$ cat config.mk
export PLATFORM = sky130hd
export DESIGN_NAME = counter_sample_fifo
export DESIGN_NICKNAME = d
export VERILOG_FILES = /design/src/rtl/counter_sample_fifo.sv
export SDC_FILE = /design/constraint.sdc
export NUM_CORES = 1
export LEC_CHECK = 0
export CORE_AREA = 2 2 52 79
export CTS_CLUSTER_SIZE = 30
export DETAILED_ROUTE_END_ITERATION = 8
export DIE_AREA = 0 0 54 81
export GPL_TIMING_DRIVEN = 0
export PLACE_DENSITY_LB_ADDON = 0.05
export SETUP_SLACK_MARGIN = 0.4
export SYNTH_ARGS = -nofsm -noshare
export SYNTH_HDL_FRONTEND = slang
export SYNTH_SLANG_ARGS = --single-unit
$ cat constraint.sdc
create_clock -name clk -period 2.2 [get_ports clk]
set_input_delay 0.44 -clock clk [delete_from_list [all_inputs] [get_ports clk]]
set_output_delay 0.44 -clock clk [all_outputs]
set_load 0.1 [all_outputs]
$ cat src/rtl/counter_sample_fifo.sv
// Sample capture FIFO for the 8-bit accumulating counter.
// Captures q on edges where q_vld=1 into a first-word-fall-through FIFO, presents
// samples on a valid/ready handshake and raises a sticky overflow on dropped samples.
// Optional macro COUNTER_SAMPLE_FIFO_DELTA_EN stores (q - prev) instead of raw q.
module counter_sample_fifo #(
    parameter int unsigned WIDTH = 8,
    parameter int unsigned DEPTH = 4
) (
    input  logic                     clk,
    input  logic                     rst_n,
    input  logic                     clr,
    input  logic [WIDTH-1:0]         q,
    input  logic                     q_vld,
    output logic [WIDTH-1:0]         dout,
    output logic                     dout_vld,
    input  logic                     dout_rdy,
    output logic [$clog2(DEPTH):0]   level,
    output logic                     ovf
);

    localparam int unsigned AW = $clog2(DEPTH);
    localparam int unsigned LW = AW + 1;

    logic [WIDTH-1:0] mem [DEPTH];

    logic [AW-1:0] wr_ptr_q, wr_ptr_d;
    logic [AW-1:0] rd_ptr_q, rd_ptr_d;
    logic [LW-1:0] level_q, level_d;
    logic          ovf_q, ovf_d;

    logic             full;
    logic             push;
    logic             pop;
    logic             drop;
    logic [WIDTH-1:0] wr_data;

    assign full     = (level_q == LW'(DEPTH));
    assign dout_vld = (level_q != '0);
    assign pop      = dout_vld & dout_rdy;
    // A full FIFO still accepts a sample when the head leaves on the same edge.
    assign push     = q_vld & (~full | pop);
    assign drop     = q_vld & full & ~pop;

`ifdef COUNTER_SAMPLE_FIFO_DELTA_EN
    logic [WIDTH-1:0] prev_q, prev_d;

    assign wr_data = q - prev_q;

    // Delta reference tracks the last accepted raw sample; drops leave it alone.
    always_comb begin
        prev_d = prev_q;
        if (clr) begin
            prev_d = '0;
        end else if (push) begin
            prev_d = q;
        end
    end

    // Delta reference register.
    always_ff @(posedge clk or negedge rst_n) begin
        if (!rst_n) begin
            prev_q <= '0;
        end else begin
            prev_q <= prev_d;
        end
    end
`else
    assign wr_data = q;
`endif

    // Pointer, level and overflow next-state; clr overrides every other event.
    always_comb begin
        wr_ptr_d = wr_ptr_q;
        rd_ptr_d = rd_ptr_q;
        level_d  = level_q;
        ovf_d    = ovf_q;
        if (clr) begin
            wr_ptr_d = '0;
            rd_ptr_d = '0;
            level_d  = '0;
            ovf_d    = 1'b0;
        end else begin
            if (push) begin
                wr_ptr_d = wr_ptr_q + AW'(1);
            end
            if (pop) begin
                rd_ptr_d = rd_ptr_q + AW'(1);
            end
            unique case ({push, pop})
                2'b10:   level_d = level_q + LW'(1);
                2'b01:   level_d = level_q - LW'(1);
                default: level_d = level_q;
            endcase
            if (drop) begin
                ovf_d = 1'b1;
            end
        end
    end

    // Control state registers.
    always_ff @(posedge clk or negedge rst_n) begin
        if (!rst_n) begin
            wr_ptr_q <= '0;
            rd_ptr_q <= '0;
            level_q  <= '0;
            ovf_q    <= 1'b0;
        end else begin
            wr_ptr_q <= wr_ptr_d;
            rd_ptr_q <= rd_ptr_d;
            level_q  <= level_d;
            ovf_q    <= ovf_d;
        end
    end

    // Sample storage; never reset or flushed, only the pointers define validity.
    always_ff @(posedge clk) begin
        if (push && !clr) begin
            mem[wr_ptr_q] <= wr_data;
        end
    end

    assign dout  = mem[rd_ptr_q];
    assign level = level_q;
    assign ovf   = ovf_q;

endmodule
After elaboration in Yosys (flattened, before gate mapping). Memory sizes are Yosys's and may differ from the RTL's. Cells that the tools add are included.

Multiplexer cells: 10. Bitwise logic cells: 7. Add/subtract/negate cells: 4. Reductions and logical operators: 7. Equality and inequality tests: 3.

Operator list (count): 2-to-1 mux 2 bit (4); one-hot mux 3 bit (2 select lines) (1); nonzero test 2 bit (3); nonzero test 3 bit (2); adder 2 x 1 -> 2 bit, second input constant (2); bitwise AND 1 bit (4); 2-to-1 mux 1 bit (4); adder 3 x 1 -> 3 bit, second input constant (1); equality test 3 bit, second input constant (1); 2-to-1 mux 3 bit (1); subtractor 3 x 1 -> 3 bit, second input constant (1); equality test 2 x 1 -> 1 bit, second input constant (1); equality test 2 bit, second input constant (1); inverter 1 bit (2); logical AND 1 bit (1); zero test 1 bit (1); OR 1 bit (1).

Output and inout bits: 13. Input port bits: 13. Flip-flop bits (word level): 8. Word-level logic and storage cells: 36. Memories kept: 1. RAM bits: 32.

Memories: mem (words 4, width 8, rd ports 1, clocked after Yosys merged registers in 0, write ports 1, line 24) `logic [WIDTH-1:0] mem [DEPTH];`.

Logic depth before layout (Yosys ltp).
Depth in word-level cells: 7. Depth in mapped cells: 8. Depth with buffers taken out: 7.

Least setup slack after synthesis. No wires, ideal clock.

Kind: reg-to-reg. Start: register level_q[2] (netlist: level[2]). End: register level_q[2] (netlist: level[2]). Library setup time: 0.136 ns. Path slack: -0.832 ns. Path buffers: 1. Stages on the path, launching flop included: 8. Required time: 2.064 ns. Period minus slack after synthesis: 3.032 ns. Arrival: 2.896 ns. Cell sequence: dfrtp_1 -> buf_2 -> or3_1 -> and2_1 -> fa_1 -> and2_1 -> o21ai_0 -> a21oi_1.

Cells in the longest elaborated chain, start to end: 7. Elaborated cells on any way between the ends: 13. Classes of those cells: add/sub: 2; eq/ne: 3; mux: 2; bitwise: 4; reduce/logical: 2.

RTL lines: start, declared (line 28) `logic [LW-1:0] level_q, level_d;`; start signal, assigned (line 110) `level_q <= level_d;`; nonzero test 3 bit (*) (line 38) `assign dout_vld = (level_q != '0);`; via dout_vld (line 15) `output logic dout_vld,`; bitwise AND 1 bit (*) (line 39) `assign pop = dout_vld & dout_rdy;`; OR 1 bit (line 41) `assign push = q_vld & (~full | pop);`; bitwise AND 1 bit (line 41); equality test 2 x 1 -> 1 bit / equality test 2 bit (equally long branches) (line 89) `unique case ({push, pop})`; one-hot mux 3 bit (2 select lines) (line 89); 2-to-1 mux 3 bit (line 77) `if (clr) begin`.

The timed path passes the listed nets; every way through them passes the cells marked *. A chain may end at the register's enable or synchronous reset.

Worst setup path in the final report.
Start: register rd_ptr_q[0]. End: output dout[7].

Cells in the longest elaborated chain, start to end: 1.

RTL lines: start, declared (line 27) `logic [AW-1:0] rd_ptr_q, rd_ptr_d;`; start signal, assigned (line 109) `rd_ptr_q <= rd_ptr_d;`; memory read (4 x 8 bit); end, declared (line 14) `output logic [WIDTH-1:0] dout,`.

No other way between the ends.

==> flow_summary.yaml <==
worst_setup_path:
  critPathTopFamily: "multiplexers"
  critical_path.most_common_cell: "buf_8"
  start_kind: "register"
  cp-end-kind: "output pin"
  path_max_fanout: 9
  rrSetupSlack_ns: 0.23
  crit_chain: "buf_8, mux4_2, buf_8"
  crit_path_top_delay_cell: "mux4_2"
  worstSetupPathType: "reg -> out"
  crit_buf_inv: 2
  crit_required_ns: 1.76
  r2r_start: "level[2]$_DFFE_PN0P_"
  cpPeakStageDelay_ns: 0.54
  r2r_cells: 8
  path_depth: 3
  timing.rr.end: "level[2]$_DFFE_PN0P_"
  cp.arrival_ns: 1.55
sta:
  worst_pin_slew_ns: 0.545
  relSlewSlack: 0.638
  setup_ws_ns: 0.211
  holdWs_ns: 0.444
  grt_setup_unrepaired: "yes"
  slew_violations: 0
  post-route-min-period_ns: 1.99
  period_share: 0.904
  hold_violations: 0
  fin_worst_skew_ns: 0.00683
  setup_viol: 0
  fmax_mhz: 503
final_layout:
  instances_no_fill: 186
  syn_to_final_growth_pct: 29.8
  fin_nets: 159
  layout-drive-gt1-share: 0.383
  n_antenna_cell: 0
power_and_ir_drop:
  powerDensity_mw_per_mm2: 1080
  peakVddDrop_mv: 0.842
  p_leak_nw: 0.821
synthesis:
  syn_inst: 107
  synth_commonest_cells: "edfxtp_1, dfrtp_1, mux4_2"
  yosysSeqAreaShare: 0.666
  yosysTopAreaCell: "edfxtp_1"
  syn-num-nets: 125
  netlist_area_mm2: 0.00174
  ys_warn_count: 0
  synth_most_common_cell: "edfxtp_1"
  synth-edff-count: 32
  syn_avg_cell_area_um2: 16.3
  synthArstFlopShare: 0.200
  synth_seq_cells: 40
  synthFlopType: "edfxtp_1"
  synth_cell_types: 32
  netlist.area_leader.share: 0.551
  synth_area_leaders: "edfxtp_1, dfrtp_1, mux4_2, ha_1, and2_1"
clocking:
  root_buffer: "clkbuf_8"
  cts.reportedPaths.clkPinSlew_ns: 0.07
  cts_made_buffers: 5
  clock-sinks: 40
  clk_latency_ns: 0.29
  cts_tree: "built"
  cts_hold_buf: 0
  htree_levels: 2
  cts_max_path_buffers: 2
global_route:
  grt-ovfl-total: 0
  grt_first_pass_wirelength_um: 5170
  grt_max_degree: 13
  antenna_found_initial: 0
  grt_pass1_vias: 1033
  grt_usage: 0.171
drt:
  wl_met2_um: 1770
  via_count: 1009
  totalWireLength_um: 3160
  highest_layer: "met4"
  route.met3.wl_um: 116
  drcViolationCount: 0
  first_iter_violations: 39
  firstDrtPassIters: 6
  m1WireLength_um: 1200
  viasPerCell: 5.42
  wl_per_cell_um: 17.0
  ant_nets: 0
floorplanning:
  fp.dieH_um: 81
  initial_core_util: 0.461
  design.core.area_mm2: 0.00378
  die_w_um: 54
  ioPinCount: 26
  die-area_mm2: 0.00437
  placementRows: 28
flow_run:
  maxCapViolations: 0
hold_path:
  hp-class: "in -> async"
placed_design:
  numPortBuffers: 23
  hpwlAfterDp_um: 2270
  dp_cells: 175
  gp_congestion: 0.672
  post-place-ws_ns: -0.449
outcome:
  status: "complete, no violations"
==> how the worst max path moves through the flow <==
| stage | startpoint | slack (ns) | to |
|---|---|---|---|
| 2_1_floorplan | level[2]$_DFFE_PN0P_ | -0.11 | level[2]$_DFFE_PN0P_ |
| 3_3_place_gp | rd_ptr_q[1]$_DFFE_PN0P_ | -0.45 | dout[1] |
| 3_5_place_dp | rd_ptr_q[1]$_DFFE_PN0P_ | -0.45 | dout[7] |
| 4_1_cts | rd_ptr_q[0]$_DFFE_PN0P_ | 0.20 | dout[7] |
| 5_1_grt | level[2]$_DFFE_PN0P_ | 0.15 | level[2]$_DFFE_PN0P_ |
| 6_report | rd_ptr_q[0]$_DFFE_PN0P_ | 0.21 | dout[7] |
==> report_power, final <==
part           internal [mW]  switching, mW
Combinational          0.296          0.555
Sequential             0.863         0.0414
Clock                  0.446          0.242
==> cell usage in the layout, fill, tap and decap left out, drive strengths merged <==
cell / synthesis / final
or2: 1 / 1
and2: 6 / 6
nor4b: 1 / 1
inv: 4 / 4
mux2i: 1 / 1
or2b: 1 / 1
nor3b: 1 / 1
nand2: 2 / 2
fa: 1 / 1
a21oi: 4 / 4
o21ai: 4 / 4
xnor2: 1 / 1
nor2b: 1 / 1
a32oi: 1 / 1
clkbuf: 1 / 6
buf: 5 / 20
a2111oi: 1 / 1
bufinv: 0 / 2
nor2: 6 / 6
edfxtp: 32 / 32
clkdlybuf4s15: 0 / 2
o22ai: 1 / 1
nand3: 2 / 2
mux4: 8 / 8
a211oi: 2 / 2
o2111ai: 1 / 1
nor3: 2 / 2
ha: 4 / 4
or3: 1 / 1
clkdlybuf4s50: 0 / 10
dfrtp: 8 / 8
xor2: 4 / 4
==> sequential cells by signal (all words and copies together), names as in the netlist <==
signal	count
wr_ptr_q	2
level	3
ovf	1
rd_ptr_q	2
mem	32
==> metal layers <==
layer | track usage | up-vias
met5 | 0 | -
met4 | 0.0825 | 0
met1 | 0.188 | 506
met2 | 0.299 | 27
li1 | - | 470
met3 | 0.0423 | 6
==> what timing repair did <==
action	CTS	global route
setup endpoints to repair	24	44
buffers inserted	4	0
gates resized for setup	89	5
pin swaps	3	4
==> layout make-up <==
type,count,area (um^2)
Clock inverter,2,60.1
Buffer,6,45.0
Inverter,4,15.0
Timing Repair Buffer,27,280
Fill cell,293,1520
Tap cell,45,56.3
Sequential cell,40,1170
Clock buffer,5,68.8
Multi-Input combinational cell,57,569
==> logic make-up after synthesis <==
logic type | count (synthesis) | share of synthesized area
DFF | 40 | 0.666
muxes | 9 | 0.109
adders and majority gates | 5 | 0.0402
xor gates and xnor gates | 5 | 0.0251
AOI/OAI and AO/OA | 14 | 0.0567
buffers and inverters | 10 | 0.0244
and+or+nand+nor | 24 | 0.0783
==> stage by stage <==
step                      setup TNS [ns]  area [um^2]  total power, mW   util
after floorplan                   -0.210         1770             1.52      -
after global placement             -3.73         2060             1.68  0.544
after detailed placement           -3.60         2060             1.69  0.544
after CTS                              0         2260             2.46  0.597
after global routing                   0         2260             2.54  0.598
final                                  0         2260             2.44  0.598
Note: power is estimated with default switching activity, not from simulation.
==> variant (same settings) <==
The option `COUNTER_SAMPLE_FIFO_DELTA_EN` is turned on by a define.
--- a/src/rtl/counter_sample_fifo.sv
+++ b/src/rtl/counter_sample_fifo.sv
@@ -4,2 +4,4 @@
 // Optional macro COUNTER_SAMPLE_FIFO_DELTA_EN stores (q - prev) instead of raw q.
+`define COUNTER_SAMPLE_FIFO_DELTA_EN
+
 module counter_sample_fifo #(
Check against the original RTL: not equivalent (a bounded check fails within 4 cycles, from zero or initial values and one cycle with rst_n low).
==> variant against the unedited design <==
Worst hold slack better by 0.066 ns; utilization up 22 points; setup slack worse by 0.018 ns; routed wire length up 60%; via count up 53%; area after synthesis up 31%; critical path type unchanged; synthesized cell count up 48%; sequential cell count up 8; largest cell class unchanged; final area up 36%; sequential power up 27%; total power up 39%.
==> variant: results (changes against the unedited design) <==
| Metric | Value |
|---|---|
| Layout cell share with drive strength beyond 1 | `44.29% (+6.0 points)` |
| Distinct cells, synth | `36 (+13%)` |
| Outcome | `completed` |
| Syn Nets | `184 (+47%)` |
| Largest cells by area after synthesis | `edfxtp_1, dfrtp_1, mux4_2` |
| Critical Path Max Stage Delay | `~0.53 ns` |
| Antenna Cells | `0 (unchanged)` |
| Nets | `235 (+48%)` |
| Hpwl dp | `3.110 mm (+37%)` |
| Async S/R FF share, synth | `33.33% (+13 points)` |
| All-Layer GR Usage | `24.17% (+7.0 points)` |
| Top cells by count, synth | `edfxtp_1, dfrtp_1, inv_1` |
| Top delay family on crit path | `multiplexers` |
| DRT Pass-1 Iters | `4 (-2)` |
| Max reg flops | `32 (unchanged)` |
| Setup Skew | `0.004196 ns (-0.002633 ns)` |
| Worst-Margin Slew | `0.7384 ns (+0.1930 ns)` |
| GP Congestion | `0.8659 (+29%)` |
| Number of flops mapped to enable cells by yosys | `32 (unchanged)` |
| Routed wire length | `5.048 mm (+60%)` |
| Crit-path max FO | `9 (unchanged)` |
| Starting DRT DRC Count | `65 (+67%)` |
| Number of global-route vias before repair | `1,490 (+44%)` |
| Crit-path slowest cell | `mux4_2` |
| Largest Register | `mem` |
| Pre-CTS setup slack | `-0.4320 ns (+0.01747 ns)` |
| Worst ir drop on vdd | `0.001351 V (+60%)` |
| Max Cap Violations | `0 (unchanged)` |
| Port Buffer Count | `24 (+4.3%)` |
| Pin count of the biggest net entering global routing | `17 (+4)` |
| Sequential cell area fraction in the yosys report | `59.55% (-7.1 points)` |
| Clock root buffer | `clkbuf_8` |
| DR vias/cell | `6.067 (+12%)` |
| Clk buf depth | `2 (unchanged)` |
| Post-Place Cell Area | `0.002669 mm2 (+30%)` |
| First-pass GRT wire length | `7.521 mm (+46%)` |
| Hold Crit Class | `reg2reg` |
| Initial antenna violation count | `0 (unchanged)` |
| P_leak | `1.192 nW (+45%)` |
variant: final timing paths:
check                                        start               endpoint  slack (ns)  cells after the start
setup reg to reg              level[0]$_DFFE_PN0P_   level[2]$_DFFE_PN0P_        0.24                      7
min in group asynchronous                    rst_n  prev_q[0]$_DFFE_PN0P_        0.57                      1
hold reg to reg              prev_q[4]$_DFFE_PN0P_  prev_q[4]$_DFFE_PN0P_        0.51                      1
setup / recovery           rd_ptr_q[0]$_DFFE_PN0P_                dout[0]        0.19                      3
max in group asynchronous                    rst_n   level[2]$_DFFE_PN0P_        1.09                      1
hold / removal               prev_q[4]$_DFFE_PN0P_  prev_q[4]$_DFFE_PN0P_        0.51                      1
variant: metrics by stage:
step	cells	power, mW	utilization, %
after floorplan	158	2.217	-
after global placement	227	2.468	70.54
after detailed placement	227	2.507	70.54
after CTS	248	3.249	78.70
after global routing	255	3.515	81.58
final	255	3.395	81.58
variant: worst register-to-register path: cells and delay by family, from the launching register on:
| family | cells | cell delay (ns) |
|---|---|---|
| AO/OA/AOI/OAI | 3 | 0.64 |
| flip-flops | 1 | 0.53 |
| AND/OR/NAND/NOR | 3 | 0.36 |
| adder cells (fa/ha/maj) | 1 | 0.35 |
variant: layout make-up:
type                    instances  area (um2)
fillers                       189       696.9
clock buffers                   6       82.58
flip-flops and latches         48        1373
inverters                      12       50.05
well taps                      45       56.30
repair buffers                 44       415.4
plain buffers                   5       40.04
multi-input cells              93        1055
clock inverters                 2       15.01
variant: logic make-up (layout without fill, tap and decap cells):
kind of cell,Yosys count,count (layout),synth area share [%]
flip-flops,48,48,59.55
adder cells (fa/ha/maj),13,13,7.772
AO/OA/AOI/OAI,28,28,9.250
AND/OR/NAND/NOR,33,33,8.100
XOR/XNOR,8,8,3.065
multiplexers,11,11,9.305
buffers and inverters,17,69,2.955
variant: timing repair:
item | CTS | global route
buffers inserted | 13 | 7
pin swaps | 6 | 7
gates cloned | 0 | 0
resized for setup | 112 | 19
setup endpoints to repair | 72 | 68
variant: layer usage:
layer | vias up | part of all wire, % | track usage [%] | wire [um]
li1 | 688 | - | - | -
met1 | 799 | 38 | 29.27 | 1928
met4 | 0 | 1.8 | 8.750 | 91
met2 | 49 | 57 | 42.32 | 2854
met5 | - | 0 | 0 | 0
met3 | 11 | 3.4 | 4.044 | 173
variant: where the power goes:
group | total [mW] | switching [mW] | internal (mW)
registers | 1.15 | 0.0646 | 1.08
logic | 1.71 | 1.05 | 0.659
clock network | 0.538 | 0.283 | 0.254
total | 3.39 | 1.40 | 2.00
